`src/rtl/ps2_receiver.sv`:
```
// PS/2 receiver: synchronises and deglitches the PS/2 clock and data pins and deserialises 11-bit frames into bytes.
// Latency: the byte strobe rises FILTER_LEN+2 i_clk cycles after the raw stop-bit clock fall reaches i_clk.
// Backpressure: none. Every byte is a single-cycle strobe that must be taken when it appears; there is no flow control.
//
// Ports:
//   i_clk        system clock, the only clock
//   i_rst_n      asynchronous active-low reset
//   i_ps2_clk    raw PS/2 clock pin, asynchronous to i_clk
//   i_ps2_data   raw PS/2 data pin, asynchronous to i_clk
//   o_data       last good byte, held until the next good frame
//   o_data_valid one-cycle pulse when o_data updates
//   o_frame_err  one-cycle pulse on a parity error, a stop-bit error or a timeout

module ps2_receiver #(
    parameter int FILTER_LEN     = 8,
    parameter int TIMEOUT_CYCLES = 10000
) (
    input  logic       i_clk,
    input  logic       i_rst_n,
    input  logic       i_ps2_clk,
    input  logic       i_ps2_data,
    output logic [7:0] o_data,
    output logic       o_data_valid,
    output logic       o_frame_err
);

    localparam int              TO_W    = $clog2(TIMEOUT_CYCLES + 1);
    localparam logic [TO_W-1:0] TO_LAST = TO_W'(TIMEOUT_CYCLES - 1);

    typedef enum logic [1:0] {
        ST_IDLE,
        ST_DATA,
        ST_PARITY,
        ST_STOP
    } state_t;

    // Two-flop synchronisers. They reset to 1, the idle level of the bus.
    logic clk_s1;
    logic clk_s2;
    logic dat_s1;
    logic dat_s2;

    always_ff @(posedge i_clk or negedge i_rst_n) begin
        if (!i_rst_n) begin
            clk_s1 <= 1'b1;
            clk_s2 <= 1'b1;
            dat_s1 <= 1'b1;
            dat_s2 <= 1'b1;
        end else begin
            clk_s1 <= i_ps2_clk;
            clk_s2 <= clk_s1;
            dat_s1 <= i_ps2_data;
            dat_s2 <= dat_s1;
        end
    end

    // Clock deglitch filter. flt_clk changes level only after FILTER_LEN
    // identical samples, so any shorter pulse in either direction is absorbed.
    logic [FILTER_LEN-1:0] flt_sr;
    logic                  flt_clk;
    logic                  fall;

    always_ff @(posedge i_clk or negedge i_rst_n) begin
        if (!i_rst_n) begin
            flt_sr  <= '1;
            flt_clk <= 1'b1;
        end else begin
            flt_sr <= {flt_sr[FILTER_LEN-2:0], clk_s2};
            if (flt_sr == '1) begin
                flt_clk <= 1'b1;
            end else if (flt_sr == '0) begin
                flt_clk <= 1'b0;
            end
        end
    end

    // fall is high in the single cycle before flt_clk drops. The data bit
    // belonging to that clock edge is dat_s2 in the same cycle.
    assign fall = flt_clk & (flt_sr == '0);

    // Frame FSM and timeout counter.
    state_t          state;
    logic [7:0]      sh;
    logic [2:0]      bit_cnt;
    logic            par;
    logic [TO_W-1:0] to_cnt;
    logic            timeout;

    // A fall in the same cycle takes priority over the timeout: the bit is
    // still processed, and the counter restarts.
    assign timeout = (state != ST_IDLE) && (to_cnt == TO_LAST) && !fall;

    always_ff @(posedge i_clk or negedge i_rst_n) begin
        if (!i_rst_n) begin
            state        <= ST_IDLE;
            sh           <= '0;
            bit_cnt      <= '0;
            par          <= 1'b0;
            to_cnt       <= '0;
            o_data       <= '0;
            o_data_valid <= 1'b0;
            o_frame_err  <= 1'b0;
        end else begin
            o_data_valid <= 1'b0;
            o_frame_err  <= 1'b0;

            if (state == ST_IDLE || fall) begin
                to_cnt <= '0;
            end else begin
                to_cnt <= to_cnt + TO_W'(1);
            end

            if (fall) begin
                case (state)
                    ST_IDLE: begin
                        // A high bit here is a false start and is ignored
                        // without raising an error.
                        if (!dat_s2) begin
                            state   <= ST_DATA;
                            bit_cnt <= '0;
                        end
                    end
                    ST_DATA: begin
                        sh      <= {dat_s2, sh[7:1]};
                        bit_cnt <= bit_cnt + 3'd1;
                        if (bit_cnt == 3'd7) begin
                            state <= ST_PARITY;
                        end
                    end
                    ST_PARITY: begin
                        par   <= dat_s2;
                        state <= ST_STOP;
                    end
                    ST_STOP: begin
                        // The frame is good when the stop bit is high and
                        // the parity is odd over the data and parity bits.
                        if (dat_s2 && (^{sh, par})) begin
                            o_data       <= sh;
                            o_data_valid <= 1'b1;
                        end else begin
                            o_frame_err  <= 1'b1;
                        end
                        state <= ST_IDLE;
                    end
                    default: begin
                        state <= ST_IDLE;
                    end
                endcase
            end else if (timeout) begin
                // The device stopped clocking in mid-frame, so the
                // partial frame is discarded.
                state       <= ST_IDLE;
                sh          <= '0;
                bit_cnt     <= '0;
                o_frame_err <= 1'b1;
            end
        end
    end

endmodule

```
`config.mk`:
```
export PLATFORM = sky130hd
export DESIGN_NAME = ps2_receiver
export DESIGN_NICKNAME = d
export VERILOG_FILES = /design/src/rtl/ps2_receiver.sv
export SDC_FILE = /design/constraint.sdc
export NUM_CORES = 1
export LEC_CHECK = 0
export ABC_AREA = 1
export ABC_CLOCK_PERIOD_IN_PS = 2870
export BUFFER_PORTS_ARGS = -buffer_cell sky130_fd_sc_hd__buf_4
export CAP_MARGIN = 10
export CORE_MARGIN = 2
export CORE_UTILIZATION = 64
export CTS_CLUSTER_DIAMETER = 60
export CTS_CLUSTER_SIZE = 24
export DETAILED_ROUTE_END_ITERATION = 12
export PLACE_DENSITY = 0.83
export SLEW_MARGIN = 20
export SYNTH_ARGS = -nofsm -noshare
export SYNTH_HDL_FRONTEND = slang
export SYNTH_SLANG_ARGS = --single-unit
```
`constraint.sdc`:
```
create_clock -name i_clk -period 2.87 [get_ports i_clk]
set_input_delay 0.574 -clock i_clk [delete_from_list [all_inputs] [get_ports i_clk]]
set_output_delay 0.574 -clock i_clk [all_outputs]
set_load 0.03 [all_outputs]
```
### Word-level counts from Yosys, hierarchy flattened

Index checks and enable logic that the tools add are counted.

* flip-flop bits (word level): 51
* input bits: 4

* $add $sub $neg: 2
* equal/unequal tests: 10
* multiplexer cells: 22
* bitwise gates (word level): 1
* reduce and logical (&&, ||, !) cells: 16

Operator list (number)
* 8-bit 2-to-1 mux: 3
* 14-bit by 1-bit adder with 14-bit output, second input constant: 1
* 14-bit equality test, second input constant: 1
* 14-bit 2-to-1 mux: 1
* 1-bit 2-to-1 mux: 9
* 3-bit 2-to-1 mux: 3
* 3-bit AND reduction: 3
* 9-bit XOR reduction: 1
* 8-bit equality test, second input constant: 1
* 8-bit zero test: 1
* 2-bit 2-to-1 mux: 4
* 2-bit one-hot mux with 4 select lines: 1
* 3-bit != test, second input constant: 2
* 3-bit one-hot mux with 2 select lines: 1
* 2-bit nonzero test: 3
* 2-bit equality test, second input constant: 2
* 2-bit AND reduction: 2
* 3-bit by 1-bit adder with 3-bit output, second input constant: 1
* 3-bit equality test, second input constant: 1
* 1-bit logical AND: 3
* 3-bit by 1-bit != test with 1-bit output, second input constant: 1
* 2-bit by 1-bit equality test with 1-bit output, second input constant: 1
* 2-bit zero test: 1
* 2-bit by 1-bit != test with 1-bit output, second input constant: 1
* other kinds (3): 3

### Logic depth before layout (Yosys ltp)

* depth after elaboration: 6
* gate-level depth with buffers: 11
* gate-level depth less buffers: 11

### Worst setup path after synthesis

OpenSTA, ideal clock, no wires.

* kind: reg2reg
* start point: register state[0]
* end point: register sh[0]
* setup time: 0.122 ns
* arrival time: 1.344 ns
* required time: 2.748 ns
* setup slack: 1.404 ns
* stages on the path, launching flop included: 9
* path buffers: 0
* period minus slack after synthesis: 1.466 ns
* cell sequence: dfrtp_1 -> inv_1 -> ha_1 -> inv_1 -> nand3_1 -> nor2_1 -> nand3_1 -> nand3_1 -> o21ai_1

* cells in the longest elaborated chain, start to end: 5

Ends and longest elaborated chain
* start, declared: line 82 `state_t state;`
* start signal, assigned: line 95 `state <= ST_IDLE;`
* start signal, assigned: line 119 `state <= ST_DATA;`
* start signal, assigned: line 127 `state <= ST_PARITY;`
* 2-bit nonzero test: line 91 `assign timeout = (state != ST_IDLE) && (to_cnt == TO_LAST) && !fall;`
* 1-bit logical AND (2 in series): line 91
* 2-bit nonzero test (no line)
* 2-bit AND reduction (no line) *
* end signal, assigned: line 124 `sh <= {dat_s2, sh[7:1]};`
* end, declared: line 83 `logic [7:0] sh;`

Mark *: on every way between the ends. The rest lies on a longest branch, timed or not.
A chain may end at the register's enable or synchronous reset.

### Final worst setup path

* start point: register state[1]
* end point: register sh[1]

Same word-level chain as after synthesis.

==> impl_results.md <==
- Syn Std Cell Area: 2385 µm²
- PortBufs: 13
- CTS H-Tree Depth: 2
- Std cell rows: 22
- Post-CTS Setup Inserts: 0
- Pwr Total: 1.249 mW
- Synthesized Nets: 274
- GRT overflow: 0
- Status: finished clean
- Area Overhead vs Synth: 10.65%
- R2R Path End: sh[1]
- Initial Utilization: 65.63%
- WP data arrival: 1.98 ns
- Clk root buf: clkbuf_8
- Clock buffer depth: 2
- Pwr Density: 473.3 nW/µm²
- Clk network pwr share: 38.2%
- R2R Setup Slk: 1.09 ns
- DR pass1 iterations: 4
- Routed Antenna Nets: 0
- Distinct cells, synth: 31
- WS Path Type: flip-flop to flip-flop
- Yosys warnings: 0
- Worst-path fanout max: 9
- Post-synth top flop: dfrtp_1
- Remaining DRCs: 0
- Vias in the first global route: 1,702
- FF+latch count, synth: 51
- Switch share: 22.15%
- Die Ht: 65.04 µm
- Crit share post-route: 62.14%
- Synth area leaders: dfrtp_1 (40%), dfstp_2 (14%), nand2_1 (12%)
- Most numerous cell in the Yosys netlist: nand2_1
- Clk Latency, worst-skew pair: 0.31 ns
- Worst IR drop on VDD: 0.0003796 V
- FFs w/ async S/R, synth: 100.0%
- Final Max Tran Viols: 0
- RePlAce Congestion: 0.7734
- Setup violators final: 0
- CTS tree: built
- R2r worst-path depth: 8
- Slew margin rel.: 58.76%
- Nets: 292
- Die Wd: approximately 65 µm
- Clock skew: 0.005794 ns
- Post-synth top cells: nand2_1 (78), dfrtp_1 (38), nor2_1 (19)
- Avg Vias per Cell: 5.385
- Die footprint: 4230 µm²
- Measured slew at the worst slew-check pin: 0.6185 ns
- Startpoint types: flip-flop
- Pleak: 1.218 nW
- Cell repeated most along the worst path: nand3_1
- # diodes: 0
- Via count: roughly 1,800
- Core area: 3633 µm²
- Fillers: ~280
- Gr usage total: between 20 and 25%
- Area leader, netlist: dfrtp_1
- Num ports: 14
- Maximum clock rate: 560.7 MHz
- Hold_buf cts: 0
- First-pass GRT wire length: 7314 µm
- Routed WL: 4224 µm
- Antenna violations before repair: 0
- Clock Pin Slew Worst Setup and Hold Paths: 0.10 ns
- Share of cells above drive strength 1: a little over a fifth
- Cts bufs inserted: 5
- Worst R2R Start: state[1]
- Register area share after synthesis: 54.20%
- Cells after synthesis: 263
- Post-synth EDFFs: 0
- Routed WL per cell: 12.80 µm
- Seq pwr share: between 50% and 60%
- CP Capture Type: flip-flop
- Cell Chain, Critical Path: inv_1, ha_1, inv_1, nand3_1, nor2_1, nand3_1, nand3_1, o21ai_1
- Post_cts resized: 0
- Largest net degree at the start of global routing: 52
- RSZ-0062 raised after global routing: false
- Max cap viols: 0
- Switching power: 0.2767 mW
- Post-DP HPWL: 2968 µm
- Delay of the slowest cell on the worst path: 0.41 ns
- Final Hold Vio Count: 0
- Min Tclk post-route: ~1.8 ns
- Yosys top cell area share: 39.87%
- DR iter-0 viols: 174
- Int Pwr: about 1 mW
- Clock sink total: 51
- Critical Path RT: 3.07 ns
- Syn_area_per_cell: 9.068 µm²
- Combinational share of power: 2.0%
- CP max-delay cell: dfrtp_1
- Critical Path Sink: sh[1]
- Worst Setup SP: state[1]
- Hold Path Class: input port to async pin
- Setup TNS: 0 ns
[cell families (layout without fill, tap and decap cells)]
logic type | count (synthesis) | in the layout | synth area share [%]
simple gates | 149 | 149 | 30.80
buf+inv | 30 | 49 | 5.142
flops | 51 | 51 | 54.20
fa+ha+maj | 7 | 7 | 3.672
xor+xnor | 4 | 4 | 1.469
compound gates | 22 | 22 | 4.722
[state kept, by name, indices dropped and copies added, names as in the netlist]
register / flops
flt_clk: 1
o_frame_err: 1
flt_sr: 8
state: 2
clk_s1: 1
clk_s2: 1
dat_s1: 1
o_data_valid: 1
o_data: 8
dat_s2: 1
bit_cnt: 3
sh: 8
par: 1
to_cnt: 14
[worst min-delay path by stage]
stage / to / slack, ns
final: o_data_valid / 0.27
after global routing: o_data[4] / 0.33
after CTS: o_data_valid / 0.29
after detailed placement: flt_sr[0] / 0.35
after global placement: clk_s2 / 0.35
after floorplan: bit_cnt[0] / 0.28
[layout make-up]
type | instances | area, µm² | area share (%)
Inverter | 28 | 107.6 | 4.078
Multi-Input combinational cell | 182 | 969.7 | 36.75
Timing Repair Buffer | 13 | 97.59 | 3.698
Clock buffer | 6 | 93.84 | 3.556
Tap cell | 48 | 60.06 | 2.276
Sequential cell | 51 | 1292 | 48.98
Clock inverter | 2 | 17.52 | 0.6638
[worst max-delay path: cells and delay by family (launching register included)]
kind	cells	cell delay, ns
buffers and inverters	2	0.19
AND/OR/NAND/NOR	4	0.76
adder cells (fa/ha/maj)	1	0.26
AO/OA/AOI/OAI	1	0.08
flip-flops	1	0.41
[layout by cell type (no fill, tap or decap), types with 2 or more instances in the layout]
master     n
a21oi_1    7
xnor2_1    2
inv_2     11
clkbuf_8   5
nor2_4     3
o21ai_1    9
ha_1       7
buf_4     13
nor3_1     5
nand2_1   78
nand2_2    2
nor2_1    19
dfrtp_1   38
nand3_1   16
nand4_1   13
nand3_2    3
o21ai_0    5
dfstp_2   13
inv_1     16
xor2_1     2
nor4_2     2
[power by group through the flow]
| stage | Clock [mW] | Combinational, mW | Sequential [mW] |
|---|---|---|---|
| 6_report | 0.477 | 0.0247 | 0.747 |
| 5_1_grt | 0.511 | 0.0295 | 0.749 |
| 4_1_cts | 0.486 | 0.0257 | 0.747 |
| 3_5_place_dp | 0 | 0.0257 | 0.760 |
| 3_3_place_gp | 0 | 0.0248 | 0.759 |
| 2_1_floorplan | 0 | 0.00861 | 0.756 |
[metrics by stage]
| step | instance area [µm²] | setup slack, ns | hold WS, ns | std cells | util, % |
|---|---|---|---|---|---|
| floorplan | 2385 | 1.404 | 0.2784 | 263 | - |
| global placement | 2527 | 1.284 | 0.3460 | 322 | 69.56 |
| detailed placement | 2527 | 1.136 | 0.3473 | 322 | 69.56 |
| CTS | 2639 | 1.128 | 0.2934 | 330 | 72.62 |
| global route | 2639 | 0.9501 | 0.3316 | 330 | 72.62 |
| finish | 2639 | 1.086 | 0.2682 | 330 | 72.62 |
[per-layer routing]
layer / track usage (%) / routed length [µm] / vias to the layer above / share of wire (%)
li1: - / - / 888 / -
met1: 28.34 / 1876 / 849 / 44
met2: 39.30 / 2145 / 32 / 51
met3: 4.688 / 141 / 8 / 3.3
met4: 6.771 / 60 / 0 / 1.4
met5: 0 / 0 / - / 0
Note: power is estimated with default switching activity, not from simulation.
